### config.mk
export PLATFORM = sky130hd
export DESIGN_NAME = console_uart
export DESIGN_NICKNAME = d
export VERILOG_FILES = /design/src/rtl/console_uart.sv
export SDC_FILE = /design/constraint.sdc
export NUM_CORES = 1
export LEC_CHECK = 0
export BUFFER_PORTS_ARGS = -buffer_cell sky130_fd_sc_hd__buf_4
export CAP_MARGIN = 10
export CORE_MARGIN = 2
export CORE_UTILIZATION = 45
export DETAILED_ROUTE_END_ITERATION = 7
export PLACE_DENSITY = 0.6
export SYNTH_ARGS = -nofsm -noshare
export SYNTH_HDL_FRONTEND = slang
export SYNTH_SLANG_ARGS = --single-unit
### constraint.sdc
create_clock -name clk -period 2.7 [get_ports clk]
set_input_delay 0.54 -clock clk [delete_from_list [all_inputs] [get_ports clk]]
set_output_delay 0.54 -clock clk [all_outputs]
set_load 0.01 [all_outputs]
### src/rtl/console_uart.sv
// Console serial port: 8N1 transmitter with a one-byte holding register and
// a 16x-oversampling receiver that reports overrun and framing errors.
module console_uart #(
   parameter int CLKS_PER_TICK = 27
) (
   input  logic       clk,
   input  logic       reset_n,
   input  logic [7:0] tx_data,
   input  logic       tx_wr,
   output logic       tx_ready,
   output logic       rs232_tx,
   input  logic       rs232_rx,
   output logic [7:0] rx_data,
   output logic       rx_ready,
   input  logic       rx_rd,
   output logic       rx_overrun,
   output logic       rx_framing_err
);

   // state | meaning (both FSMs)
   // IDLE  | line idle, waiting for work / a start edge
   // START | start bit (TX: 16 ticks, RX: 8 ticks to mid-bit)
   // DATA  | 8 data bits, LSB first, 16 ticks each
   // STOP  | stop bit, 16 ticks
   typedef enum logic [1:0] {TX_IDLE, TX_START, TX_DATA, TX_STOP} tx_state_t;
   typedef enum logic [1:0] {RX_IDLE, RX_START, RX_DATA, RX_STOP} rx_state_t;

   localparam int TCW = $clog2(CLKS_PER_TICK);
   localparam logic [TCW-1:0] TICK_LAST = TCW'(CLKS_PER_TICK - 1);

   logic [TCW-1:0] r_tick_cnt;
   logic           r_tick;

   tx_state_t      r_tx_state;
   logic [3:0]     r_tx_tcnt;
   logic [2:0]     r_tx_bit;
   logic [7:0]     r_tx_shift;
   logic [7:0]     r_tx_hold;
   logic           r_tx_ready;
   logic           r_tx;

   logic           r_rx_s1;
   logic           r_rx_s2;
   rx_state_t      r_rx_state;
   logic [3:0]     r_rx_tcnt;
   logic [2:0]     r_rx_bit;
   logic [7:0]     r_rx_shift;
   logic [7:0]     r_rx_data;
   logic           r_rx_ready;
   logic           r_rx_overrun;
   logic           r_rx_ferr;
   logic           w_rd;

   assign w_rd = rx_rd && r_rx_ready;

   // tick is registered so it is high during the cycle the counter reads 0
   always_ff @(posedge clk or negedge reset_n) begin
      if (!reset_n) begin
         r_tick_cnt <= '0;
         r_tick     <= 1'b0;
      end else if (r_tick_cnt == TICK_LAST) begin
         r_tick_cnt <= '0;
         r_tick     <= 1'b1;
      end else begin
         r_tick_cnt <= r_tick_cnt + 1'b1;
         r_tick     <= 1'b0;
      end
   end

   always_ff @(posedge clk or negedge reset_n) begin
      if (!reset_n) begin
         r_tx_state <= TX_IDLE;
         r_tx_tcnt  <= '0;
         r_tx_bit   <= '0;
         r_tx_shift <= '0;
         r_tx_hold  <= '0;
         r_tx_ready <= 1'b1;
         r_tx       <= 1'b1;
      end else begin
         if (tx_wr && r_tx_ready) begin
            r_tx_hold  <= tx_data;
            r_tx_ready <= 1'b0;
         end
         if (r_tick) begin
            case (r_tx_state)
               TX_IDLE: begin
                  if (!r_tx_ready) begin
                     r_tx_shift <= r_tx_hold;
                     r_tx_ready <= 1'b1;
                     r_tx       <= 1'b0;
                     r_tx_tcnt  <= '0;
                     r_tx_state <= TX_START;
                  end
               end
               TX_START: begin
                  r_tx_tcnt <= r_tx_tcnt + 4'd1;
                  if (r_tx_tcnt == 4'd15) begin
                     r_tx       <= r_tx_shift[0];
                     r_tx_bit   <= '0;
                     r_tx_state <= TX_DATA;
                  end
               end
               TX_DATA: begin
                  r_tx_tcnt <= r_tx_tcnt + 4'd1;
                  if (r_tx_tcnt == 4'd15) begin
                     if (r_tx_bit == 3'd7) begin
                        r_tx       <= 1'b1;
                        r_tx_state <= TX_STOP;
                     end else begin
                        r_tx_bit   <= r_tx_bit + 3'd1;
                        r_tx_shift <= r_tx_shift >> 1;
                        r_tx       <= r_tx_shift[1];
                     end
                  end
               end
               TX_STOP: begin
                  r_tx_tcnt <= r_tx_tcnt + 4'd1;
                  if (r_tx_tcnt == 4'd15) begin
                     // a queued byte follows with no idle gap
                     if (!r_tx_ready) begin
                        r_tx_shift <= r_tx_hold;
                        r_tx_ready <= 1'b1;
                        r_tx       <= 1'b0;
                        r_tx_state <= TX_START;
                     end else begin
                        r_tx_state <= TX_IDLE;
                     end
                  end
               end
               default: r_tx_state <= TX_IDLE;
            endcase
         end
      end
   end

   // synchronizer resets to the idle level so reset release is not a start edge
   always_ff @(posedge clk or negedge reset_n) begin
      if (!reset_n) begin
         r_rx_s1 <= 1'b1;
         r_rx_s2 <= 1'b1;
      end else begin
         r_rx_s1 <= rs232_rx;
         r_rx_s2 <= r_rx_s1;
      end
   end

   always_ff @(posedge clk or negedge reset_n) begin
      if (!reset_n) begin
         r_rx_state   <= RX_IDLE;
         r_rx_tcnt    <= '0;
         r_rx_bit     <= '0;
         r_rx_shift   <= '0;
         r_rx_data    <= '0;
         r_rx_ready   <= 1'b0;
         r_rx_overrun <= 1'b0;
         r_rx_ferr    <= 1'b0;
      end else begin
         if (w_rd) begin
            r_rx_ready   <= 1'b0;
            r_rx_overrun <= 1'b0;
         end
         if (r_tick) begin
            case (r_rx_state)
               RX_IDLE: begin
                  if (!r_rx_s2) begin
                     r_rx_tcnt  <= '0;
                     r_rx_state <= RX_START;
                  end
               end
               RX_START: begin
                  r_rx_tcnt <= r_rx_tcnt + 4'd1;
                  if (r_rx_tcnt == 4'd7) begin
                     r_rx_tcnt  <= '0;
                     r_rx_bit   <= '0;
                     r_rx_state <= r_rx_s2 ? RX_IDLE : RX_DATA;
                  end
               end
               RX_DATA: begin
                  r_rx_tcnt <= r_rx_tcnt + 4'd1;
                  if (r_rx_tcnt == 4'd15) begin
                     r_rx_shift <= {r_rx_s2, r_rx_shift[7:1]};
                     r_rx_bit   <= r_rx_bit + 3'd1;
                     if (r_rx_bit == 3'd7)
                        r_rx_state <= RX_STOP;
                  end
               end
               RX_STOP: begin
                  r_rx_tcnt <= r_rx_tcnt + 4'd1;
                  if (r_rx_tcnt == 4'd15) begin
                     r_rx_data  <= r_rx_shift;
                     r_rx_ferr  <= ~r_rx_s2;
                     r_rx_ready <= 1'b1;
                     // a read landing on the completion cycle consumed the old byte
                     if (r_rx_ready)
                        r_rx_overrun <= ~rx_rd;
                     r_rx_state <= RX_IDLE;
                  end
               end
               default: r_rx_state <= RX_IDLE;
            endcase
         end
      end
   end

   assign tx_ready       = r_tx_ready;
   assign rs232_tx       = r_tx;
   assign rx_data        = r_rx_data;
   assign rx_ready       = r_rx_ready;
   assign rx_overrun     = r_rx_overrun;
   assign rx_framing_err = r_rx_ferr;

endmodule

======== Word-level counts from Yosys, hierarchy flattened ========
Index checks and enable logic that the tools add are counted.
word-level totals
  register bits ........................... 63
  input bits .............................. 13
  output and inout port bits .............. 13
  logic and storage cells ................. 121
operators by class
  add/subtract/negate cells ............... 5
  eq/ne operators ......................... 23
  mux-type cells .......................... 53
  bitwise logic cells ..................... 2
  reductions and logical operators ........ 19
operator list
  kind                   number
  $mux W8                4
  $pmux W8 S3            1
  $mux W2                11
  $ne A2 B2 Y1 const B   11
  $mux W1                20
  $pmux W2 S4            2
  $mux W3                5
  $mux W4                3
  $pmux W3 S2            2
  $pmux W4 S3            1
  $reduce_and A6 Y1      2
  $reduce_and A5 Y1      2
  $add A4 B1 Y4 const B  2
  $eq A2 B2 Y1 const B   4
  $eq A4 B4 Y1 const B   2
  $pmux W4 S2            1
  $reduce_and A4 Y1      2
  $add A3 B1 Y3 const B  2
  $eq A3 B3 Y1 const B   2
  $reduce_and A3 Y1      2
  $add A5 B1 Y5 const B  1
  $eq A5 B5 Y1 const B   1
  $mux W5                1
  $eq A2 B1 Y1 const B   2
  other kinds (11)       16

======== Logic depth before layout (Yosys ltp) ========
Gate-level depths: netlist of run 1.
  word-level depth ........................ 6
  mapped depth ............................ 7
  mapped depth without buffers ............ 5

======== Worst setup path after synthesis of run 1 ========
OpenSTA, ideal clock, no wires.
  path kind ............................... register -> register
  start ................................... register r_tx_bit[0]
  end ..................................... register r_tx_shift[0]
  data arrival time ....................... 1.970 ns
  slack ................................... 0.606 ns
  stages on the path, launching flop included .. 6
  clock period less this slack ............ 2.094 ns
  cells stage by stage .................... dfrtp_1 -> ha_1 -> ha_1 -> mux2_2 -> a2111oi_4 -> mux2_2
on the way
  cells in the longest elaborated chain, start to end .. 3
RTL lines
  element                      line  text
  from (decl)                  36    logic [2:0] r_tx_bit;
  from (signal assigned)       110   r_tx_bit <= r_tx_bit + 3'd1;
  $eq A3 B3 Y1                 106   if (r_tx_bit == 3'd7) begin
  $ne A2 B2 Y1 (no line)       --
  $reduce_and A5 Y1 (no line)  --
  to (signal assigned)         88    r_tx_shift <= r_tx_hold;
  to (signal assigned)         111   r_tx_shift <= r_tx_shift >> 1;
  to (signal assigned)         121   r_tx_shift <= r_tx_hold;
  to (decl)                    37    logic [7:0] r_tx_shift;
No other way between the ends.
A chain may end at the register's enable or synchronous reset.

======== Worst setup path in the final report of run 1 ========
  start ................................... register r_tx_state[0]
  end ..................................... register r_tx_shift[4]
on the way
  cells in the longest elaborated chain, start to end .. 3
RTL lines
  element                                                       line  text
  from (decl)                                                   34    tx_state_t r_tx_state;
  from (signal assigned)                                        72    r_tx_state <= TX_IDLE;
  from (signal assigned)                                        92    r_tx_state <= TX_START;
  from (signal assigned)                                        100   r_tx_state <= TX_DATA;
  $eq A2 B2 Y1 or $logic_not A2 Y1 (tied branches)              85    case (r_tx_state)
  $ne A2 B2 Y1 (no line) or $reduce_bool A3 Y1 (tied branches)  --
  $reduce_and A5 Y1 (no line)                                   --
Several ways; a longest one is shown, not always the timed one.

==> summary.md, run 1 <==
| Metric | Value |
|---|---|
| Status | finished clean |
| Routed WL per cell | 14.2 um |
| Initial antenna violation count | 0 |
| Hold slack | 0.277 ns |
| Worst setup SP type | flip-flop |
| Synth Cell Area | roughly 0.003 mm2 |
| Static Leak | roughly 0.0016 uW |
| Total number of vias | approximately 1900 |
| DIE HEIGHT | around 86 um |
| Peak VDD IR | 408 uV |
| Multi-input gate area | between 0.001 and 0.0015 mm2 |
| Met2 wire length | about 2100 um |
| Critical Path Max Stage Delay | 0.61 ns |
| Fin nets | ~300 |
| Slew @ Worst Pin | roughly 0.8 ns |
| Tcrit/Tclk final | 0.855 |
| Most frequent CP cell | mux2_2 |
| TritonCTS Buffers | 9 |
| Crit path arrival time | approximately 2.5 ns |
| Largest net degree at the start of global routing | 64 |
| FMAX | between 0.4 and 0.5 GHz |
| Minimum clock period | roughly 2.3 ns |
| CTS hold repair buffers | 0 |
| RSZ-0062 raised after global routing | false |
| Area Growth Syn to Fin | 16.1% |
| Mapped Cells | 244 |
| Crit path buf inv count | 1 |
| Horiz. Die Dim | 85.6 um |
| Die area | roughly 0.0073 mm2 |
| Pwr/cell area | between 500 and 600 mW/mm2 |
| Seq. cell area | around 0.0016 mm2 |
| Clock Latency Late Sink | 0.34 ns |
| Critical Path End Type | flip-flop |
| Layout cell share with drive strength beyond 1 | 0.350 |
| TritonCTS clock tree | done |
| Post-route DRC violation count | 0 |
| DP Area | 0.00327 mm2 |
| Worst path cell trace | inv_1 > ha_1 > mux2_2 > a2111oi_4 > mux2_2 |
| Initial core utilization | 0.469 |
| Htree depth | 3 |
| Reg clk slew, reported paths | approximately 0.08 ns |
| First-pass GRT wire length | between 9000 and 10000 um |
| DP Worst Slack | just over 0.4 ns |
| Clk_skew | ~0.0075 ns |
| Layout Cells excl Fill | ~360 |
| Rel. slew slack | 0.475 |
| Hold Crit Class | in -> async |
| Slowest-stage cell, CP | a2111oi_4 |
| Vias in the first global route | roughly 1900 |
| Highest Signal Layer | met4 |
| Detailed Routing Iterations Pass 1 | 4 |
| Crit path from | r_tx_state[0] |
| EDFF count, synth | 0 |
| Hpwl dp | approximately 3400 um |
| WL met1 | approximately 2700 um |
| Ys flop type | dfrtp_1 |
| Final WS setup | just under 0.4 ns |
| Grt ovf | 0 |
| Boundary pin count | 26 |
| Syn. warnings | 0 |
| Syn Area/Cell | between 10 and 15 um2 |
| Distinct cells, synth | 43 |
| Metal3 WL | around 180 um |
| Mapped Nets | between 200 and 300 |
| # resized after CTS | 0 |
| Gr usage total | 0.159 |
| Final design instance area without fill | about 0.0035 mm2 |
| Post-CTS setup buffer count | 0 |
| DR vias/cell | about 5.4 |
| FF+latch count, synth | 63 |
| Sequential area share after synthesis | 0.528 |
| # Max-Cap Violations | 0 |
| CP top delay family | multiplexers |
| Fin. max-slew vios | 0 |
| RR Startpoint | r_tx_state[0] |
| Num rows | 29 |
| Setup violation total in the final timing report | 0 |
| Routed WL | between 5000 and 6000 um |
| Critical path peak fanout | 8 |
| Required @ worst endpoint | about 3 ns |
| Clock sinks | 63 |
| GPL Wtd Cong | around 0.78 |
| WS Path Type | reg -> reg |
| CTS root buf | clkbuf_8 |
| Core ar. | about 0.0064 mm2 |
| TNS Setup | 0 ns |
| Layout fillers | approximately 560 |
| Share of flip-flops with an asynchronous set or reset | 1.00 |
| Ant diodes | 0 |
| Final ANT Viol Nets | 0 |
| DR iter-0 viols | 149 |
| Final Hold Violating Endpoints | 0 |
| R2R setup slack | slightly below 0.4 ns |
| Clock Tree Buf Depth | 2 |
| Input/output buffers | 25 |
| Placed cell count | ~340 |
==> cells by family (layout without fill, tap and decap cells) <==
group	Yosys count	after routing	share of synthesized area
xor gates and xnor gates	2	2	0.00585
DFF	63	63	0.528
buffers and inverters	25	61	0.0322
and+or+nand+nor	49	49	0.0870
AOI/OAI and AO/OA	46	46	0.121
adders and majority gates	13	13	0.0543
muxes	46	46	0.171
==> final timing paths <==
kind	end	cells past startpoint
worst max register to register	r_tx_shift[4]	5
worst min-delay path	r_tx_bit[0]	1
max in group asynchronous	r_tx_shift[3]	1
min in group clk	r_rx_s1	1
worst max-delay path	r_tx_shift[4]	5
worst min register to register	r_rx_s2	0
==> power breakdown <==
| part | internal, uW | switching, uW | total, uW |
|---|---|---|---|
| sequential | 987 | 22.9 | 1010 |
| combinational | 72.0 | 46.6 | 119 |
| clock | 435 | 403 | 838 |
| total | 1490 | 473 | 1970 |
==> Yosys cell counts, drive strengths merged (2+ instances only) <==
| cell | n | share of area |
|---|---|---|
| dfstp | 4 | 0.035 |
| a21oi | 5 | 0.0084 |
| inv | 16 | 0.020 |
| a221oi | 4 | 0.012 |
| o22ai | 2 | 0.0042 |
| clkbuf | 7 | 0.0088 |
| nor2b | 5 | 0.010 |
| a32o | 3 | 0.010 |
| a2bb2oi | 2 | 0.0059 |
| nor2 | 9 | 0.012 |
| nand3 | 7 | 0.012 |
| or2 | 2 | 0.0042 |
| a211o | 2 | 0.0059 |
| nand4 | 2 | 0.0042 |
| ha | 13 | 0.054 |
| dfrtp | 59 | 0.49 |
| mux2i | 4 | 0.013 |
| nand2b | 2 | 0.0042 |
| mux2 | 42 | 0.16 |
| o21ai | 12 | 0.020 |
| a22o | 4 | 0.012 |
| nand2 | 12 | 0.015 |
| a21bo | 2 | 0.0067 |
| nor3 | 2 | 0.0033 |
| buf | 2 | 0.0033 |
| o221ai | 4 | 0.012 |
==> layout make-up <==
cell class / instances / area share
clock buffers: 9 / 0.0357
clock inverters: 7 / 0.0230
inverters: 16 / 0.0173
multi-input cells: 156 / 0.378
flip-flops and latches: 63 / 0.455
well taps: 77 / 0.0277
repair buffers: 29 / 0.0627
==> flip-flops by register name, indices dropped and copies added, names as in the netlist, named ones only <==
name / count
r_rx_shift: 8
r_tx_hold: 8
r_tx_shift: 8
rx_data: 8
r_tick_cnt: 5
r_rx_tcnt: 4
r_tx_tcnt: 4
r_rx_bit: 3
r_tx_bit: 3
r_tx_state: 2
r_rx_s1: 1
r_rx_s2: 1
r_rx_state: 1
r_tick: 1
rs232_tx: 1
rx_framing_err: 1
rx_ready: 1
tx_ready: 1
==> per-layer routing <==
layer,vias up,global-route usage
met5,-,0
met4,0,0.0693
met3,9,0.0452
met2,26,0.224
met1,938,0.231
li1,950,-
==> metrics by stage <==
| stage | total power, uW | utilization |
|---|---|---|
| 5_1_grt | 2070 | 0.544 |
| 6_report | 1970 | 0.544 |
| 2_1_floorplan | 1100 | - |
| 4_1_cts | 2000 | 0.544 |
| 3_3_place_gp | 1150 | 0.512 |
| 3_5_place_dp | 1150 | 0.512 |
==> cell usage in the layout (no fill, tap or decap), drive strengths merged, types with 2 or more instances in the layout <==
cell and n:
inv 18, a21bo 2, nor2 9, mux2i 4
clkinvlp 2, nand2b 2, nand4 2, o22ai 2
a22o 4, clkbuf 9, mux2 42, a2bb2oi 2
o221ai 4, nor3 2, a21oi 5, a32o 3
clkinv 2, buf 29, nand2 12, ha 13
nand3 7, o21ai 12, a211o 2, a221oi 4
nor2b 5, or2 2, dfstp 4, dfrtp 59
(Power assumes the default switching activity.)
==> run 2, diff against run 1 <==
--- a/config.mk
+++ b/config.mk
@@ -7,10 +7,13 @@
 export LEC_CHECK = 0
 export BUFFER_PORTS_ARGS = -buffer_cell sky130_fd_sc_hd__buf_4
 export CAP_MARGIN = 10
+export CELL_PAD_IN_SITES_DETAIL_PLACEMENT = 0
+export CELL_PAD_IN_SITES_GLOBAL_PLACEMENT = 1
 export CORE_MARGIN = 2
 export CORE_UTILIZATION = 45
 export DETAILED_ROUTE_END_ITERATION = 7
-export PLACE_DENSITY = 0.6
+export PLACE_DENSITY = 0.72
+export SKIP_LAST_GASP = 1
 export SYNTH_ARGS = -nofsm -noshare
 export SYNTH_HDL_FRONTEND = slang
 export SYNTH_SLANG_ARGS = --single-unit
==> summary.md, run 2 (synthesis results as in run 1) <==
| Metric | Value |
|---|---|
| Minimum clock period | 2.31 ns |
| Detailed Routing Iterations Pass 1 | 4 |
| First-pass GRT wire length | around 9600 um |
| Clock Tree Buf Depth | 2 |
| Worst setup SP type | flip-flop |
| Area Growth Syn to Fin | 17.1% |
| Initial core utilization | 0.469 |
| CTS hold repair buffers | 0 |
| Setup violation total in the final timing report | 0 |
| Htree depth | 3 |
| Hold Crit Class | in -> async |
| Fin nets | 300 |
| Initial antenna violation count | 0 |
| Clk_skew | between 0.008 and 0.009 ns |
| WS Path Type | reg -> reg |
| Post-route DRC violation count | 0 |
| Final ANT Viol Nets | 0 |
| DP Area | between 0.003 and 0.004 mm2 |
| Reg clk slew, reported paths | 0.07 ns |
| FMAX | 0.433 GHz |
| Final Hold Violating Endpoints | 0 |
| Clock sinks | 63 |
| Peak VDD IR | roughly 390 uV |
| Num rows | 29 |
| RSZ-0062 raised after global routing | false |
| Rel. slew slack | 0.475 |
| TNS Setup | 0 ns |
| Required @ worst endpoint | 2.92 ns |
| Grt ovf | 0 |
| Horiz. Die Dim | around 86 um |
| DR vias/cell | about 5.4 |
| Hold slack | around 0.27 ns |
| Core ar. | 0.00639 mm2 |
| Post-CTS setup buffer count | 0 |
| Gr usage total | 0.169 |
| Routed WL per cell | 15.0 um |
| Pwr/cell area | between 600 and 700 mW/mm2 |
| Vias in the first global route | between 2000 and 2500 |
| TritonCTS clock tree | done |
| Fin. max-slew vios | 0 |
| DR iter-0 viols | about 120 |
| Static Leak | roughly 0.0016 uW |
| Die area | between 0.007 and 0.008 mm2 |
| Multi-input gate area | between 0.001 and 0.0015 mm2 |
| Most common cell after layout, fill and taps aside | dfrtp_1 |
| Layout fillers | roughly 540 |
| Hpwl dp | about 3600 um |
| Most frequent cells in the layout | dfrtp_1 (59), mux2_2 (42), buf_4 (28) |
| Slew @ Worst Pin | just under 0.8 ns |
| Clock Latency Late Sink | 0.34 ns |
| Critical path peak fanout | 8 |
| Total number of vias | 1930 |
| Boundary pin count | 26 |
| Layout cell share with drive strength beyond 1 | 0.341 |
| Final design instance area without fill | about 0.0035 mm2 |
| Ant diodes | 0 |
| Tcrit/Tclk final | 0.854 |
| GPL Wtd Cong | roughly 0.74 |
| Largest net degree at the start of global routing | 64 |
| Input/output buffers | 25 |
| DIE HEIGHT | around 86 um |
| Crit path arrival time | 2.53 ns |
| CTS root buf | clkbuf_8 |
| # resized after CTS | 0 |
| Routed WL | 5350 um |
| Status | finished clean |
| Seq. cell area | 0.00158 mm2 |
| Critical Path End Type | flip-flop |
| TritonCTS Buffers | 9 |
| # Max-Cap Violations | 0 |
## run 2: cell count changes in the layout (fill, tap and decap cells not counted), moves of 2 or more
cell,before,now
bufinv_16,1,3
clkbuf_1,0,2
clkinv_4,2,0
clkinvlp_4,2,0
inv_6,2,0
## run 2: path summary, 6_finish.rpt
kind,cells past startpoint,startpoint,slack (ns),endpoint
worst max-delay path,5,r_tx_state[0],0.39,r_tx_shift[7]
worst min-delay path,1,reset_n,0.27,asynchronous set/reset pin
worst max register to register,5,r_tx_state[0],0.39,r_tx_shift[7]
worst min register to register,0,r_rx_s1,0.36,r_rx_s2
max in group asynchronous,1,reset_n,1.89,r_tx_hold[2]
min in group clk,1,rs232_rx,0.31,r_rx_s1
## run 2: final cells by class
| cell class | count | area share |
|---|---|---|
| Clock buffer | 12 | 0.0414 |
| Clock inverter | 4 | 0.0271 |
| Inverter | 16 | 0.0171 |
| Multi-Input combinational cell | 156 | 0.375 |
| Sequential cell | 63 | 0.451 |
| Tap cell | 77 | 0.0275 |
| Timing Repair Buffer | 28 | 0.0600 |
## run 2: power by group
part	internal [uW]	switching, uW
clock	638	358
combinational	71.8	44.7
sequential	988	24.3
## run 2: worst max-delay path, cell delays in order (launching register included)
cell       delay, ns
dfrtp_1         0.43
inv_1           0.12
ha_1            0.23
mux2_2          0.37
a2111oi_4       0.63
mux2_2          0.41
## run 2: routing by layer
layer	GRT usage	vias up	routed length (um)
li1	-	945	-
met1	0.228	954	2650
met2	0.259	25	2480
met3	0.0433	6	141
met4	0.0722	0	85
met5	0	-	0
## run 2: stage by stage
stage,std cells,util,worst slack (ns),power (uW)
detailed placement,340,0.511,0.380,1150
CTS,356,0.549,0.371,2160
global route,356,0.549,0.263,2220
floorplan,244,-,0.606,1100
global placement,340,0.511,0.443,1150
finish,356,0.549,0.393,2130
==> run 3, diff against run 2 <==
--- a/config.mk
+++ b/config.mk
@@ -10,7 +10,7 @@
 export CELL_PAD_IN_SITES_DETAIL_PLACEMENT = 0
 export CELL_PAD_IN_SITES_GLOBAL_PLACEMENT = 1
 export CORE_MARGIN = 2
-export CORE_UTILIZATION = 45
+export CORE_UTILIZATION = 43
 export DETAILED_ROUTE_END_ITERATION = 7
 export PLACE_DENSITY = 0.72
 export SKIP_LAST_GASP = 1
==> constraint.sdc (replaced) <==
create_clock -name clk -period 2.02 [get_ports clk]
set_input_delay 0.202 -clock clk [delete_from_list [all_inputs] [get_ports clk]]
set_output_delay 0.202 -clock clk [all_outputs]
set_load 0.02 [all_outputs]
==> summary.md, run 3 (synthesis results as in run 1) <==
| Metric | Value |
|---|---|
| Horiz. Die Dim | just under 90 um |
| DR iter-0 viols | around 110 |
| Static Leak | about 0.0016 uW |
| Clk_skew | 0.00781 ns |
| Minimum clock period | 1.94 ns |
| Status | finished clean |
| Tcrit/Tclk final | 0.961 |
| Die area | between 0.007 and 0.008 mm2 |
| Hold depth | 2 |
| CP top delay family | flip-flops |
| Routed WL | roughly 5300 um |
| Required @ worst endpoint | roughly 2.2 ns |
| Area Growth Syn to Fin | 20.5% |
| GPL Wtd Cong | 0.732 |
| Worst path cell trace | ha_2 > or2_4 > a2111oi_4 > buf_12 > mux2_4 |
| Vias in the first global route | around 1900 |
| Part of the power in registers | 0.512 |
| Worst setup SP type | flip-flop |
| Initial core utilization | 0.443 |
| Fin nets | slightly above 300 |
| TritonCTS Buffers | 9 |
| Worst R2R End | r_tx_shift[5] |
| Final WS setup | ~0.08 ns |
| Layout fillers | approximately 580 |
| DR vias/cell | 5.30 |
| Most common cell after layout, fill and taps aside | dfrtp_1 |
| Detailed Routing Iterations Pass 1 | 4 |
| Pwr/cell area | approximately 730 mW/mm2 |
| Routed WL per cell | 14.5 um |
| Num rows | 30 |
| Initial antenna violation count | 0 |
| Core ar. | ~0.0068 mm2 |
| Ant diodes | 0 |
| Switching Share | 0.241 |
| First-pass GRT wire length | approximately 9100 um |
| Critical Path Max Stage Delay | between 0.4 and 0.5 ns |
| Clock share of power | 0.426 |
| TritonCTS clock tree | done |
| Peak VDD IR | 419 uV |
| Input/output buffers | 25 |
| Hpwl dp | 3630 um |
| Reg2reg path depth | 5 |
| Pint | about 2000 uW |
| Total power | roughly 2600 uW |
| Slowest-stage cell, CP | dfrtp_1 |
| TNS Setup | 0 ns |
| Largest net degree at the start of global routing | 64 |
| # Max-Cap Violations | 0 |
| DP Worst Slack | about 0.09 ns |
| Comb power frac | 0.062 |
| Clock Latency Late Sink | ~0.34 ns |
| Setup violation total in the final timing report | 0 |
| Post-route DRC violation count | 0 |
| Crit path buf inv count | 1 |
| Hold Crit Class | in -> reg |
| Rel. slew slack | 0.478 |
| Final ANT Viol Nets | 0 |
| RSZ-0062 raised after global routing | false |
| Clock Tree Buf Depth | 2 |
| Grt ovf | 0 |
| Boundary pin count | 26 |
| Most frequent cells in the layout | dfrtp_1 (58), mux2_2 (33), buf_4 (32) |
| RR Startpoint | r_tx_state[1] |
| P_sw | around 640 uW |
| Slew @ Worst Pin | approximately 0.78 ns |
| Gr usage total | 0.155 |
| Total number of vias | just under 2000 |
| WS Path Type | reg -> reg |
| Fin. max-slew vios | 0 |
| Clock sinks | 63 |
| Final Hold Violating Endpoints | 0 |
| Reg clk slew, reported paths | 0.08 ns |
| Critical Path End Type | flip-flop |
| Crit path arrival time | 2.16 ns |
| Layout cell share with drive strength beyond 1 | 0.381 |
| Hold wc startpoint | rx_rd |
| DIE HEIGHT | slightly below 90 um |
| CTS root buf | clkbuf_8 |
| Critical path peak fanout | 8 |
| Htree depth | 3 |
| FMAX | a little over 0.5 GHz |
| R2R setup slack | 0.08 ns |
## run 3: cell types whose count changed in the layout (fill, tap and decap cells not counted), sizes merged
cell and delta:
buf +5, inv +4, clkbuf -3, bufinv -2
dlygate4sd3 +2, clkinvlp +1
## run 3: worst max path at each step
stage                     depth (start not counted)           from       endpoint
after global routing                              5  r_tx_state[1]  r_tx_shift[2]
after global placement                            6  r_tx_state[0]  r_tx_shift[2]
after floorplan                                   4  r_tx_state[0]  r_tx_shift[0]
after CTS                                         6  r_tx_state[0]  r_tx_shift[1]
after detailed placement                          6  r_tx_state[0]  r_tx_shift[4]
final                                             5  r_tx_state[1]  r_tx_shift[5]
## run 3: metal layers
layer / GRT usage / up-vias / share of wire
li1: - / 959 / -
met1: 0.222 / 948 / 0.51
met2: 0.220 / 26 / 0.45
met3: 0.0427 / 6 / 0.026
met4: 0.0671 / 0 / 0.016
met5: 0 / - / 0
## run 3: through the flow
stage	utilization	instances	cell area, um2	hold slack, ns
6_report	0.534	366	3610	0.0334
5_1_grt	0.534	366	3610	0.0132
4_1_cts	0.532	366	3590	0.0188
3_5_place_dp	0.499	348	3370	0.311
3_3_place_gp	0.499	348	3370	0.313
2_1_floorplan	-	244	3050	-0.0936
## run 3: timing repair
item,4_1_cts,5_1_grt
resized for setup,0,3
hold buffers,2,0
buffers inserted,0,0
endpoints found under the hold margin,60,0
setup endpoints to repair,0,9
## run 3: worst register-to-register path, stage by stage (launching register included)
cell       delay [ns]
dfrtp_1          0.45
ha_2             0.23
or2_4            0.26
a2111oi_4        0.40
buf_12           0.18
mux2_4           0.30
## run 3: power groups by stage
stage          logic [uW]  registers, uW  clock network [uW]
2_1_floorplan         107           1370                   0
3_3_place_gp          163           1380                   0
3_5_place_dp          167           1380                   0
4_1_cts               170           1350                1160
5_1_grt               187           1360                1220
6_report              165           1350                1120
## run 3: final cells by class
class                           count  area, um2  area share
Sequential cell                    63       1580       0.439
Multi-Input combinational cell    156       1380       0.383
Timing Repair Buffer               35        280      0.0777
Clock buffer                        9        124      0.0344
Tap cell                           80        100      0.0278
Clock inverter                      7       77.6      0.0215
Inverter                           16       60.1      0.0167
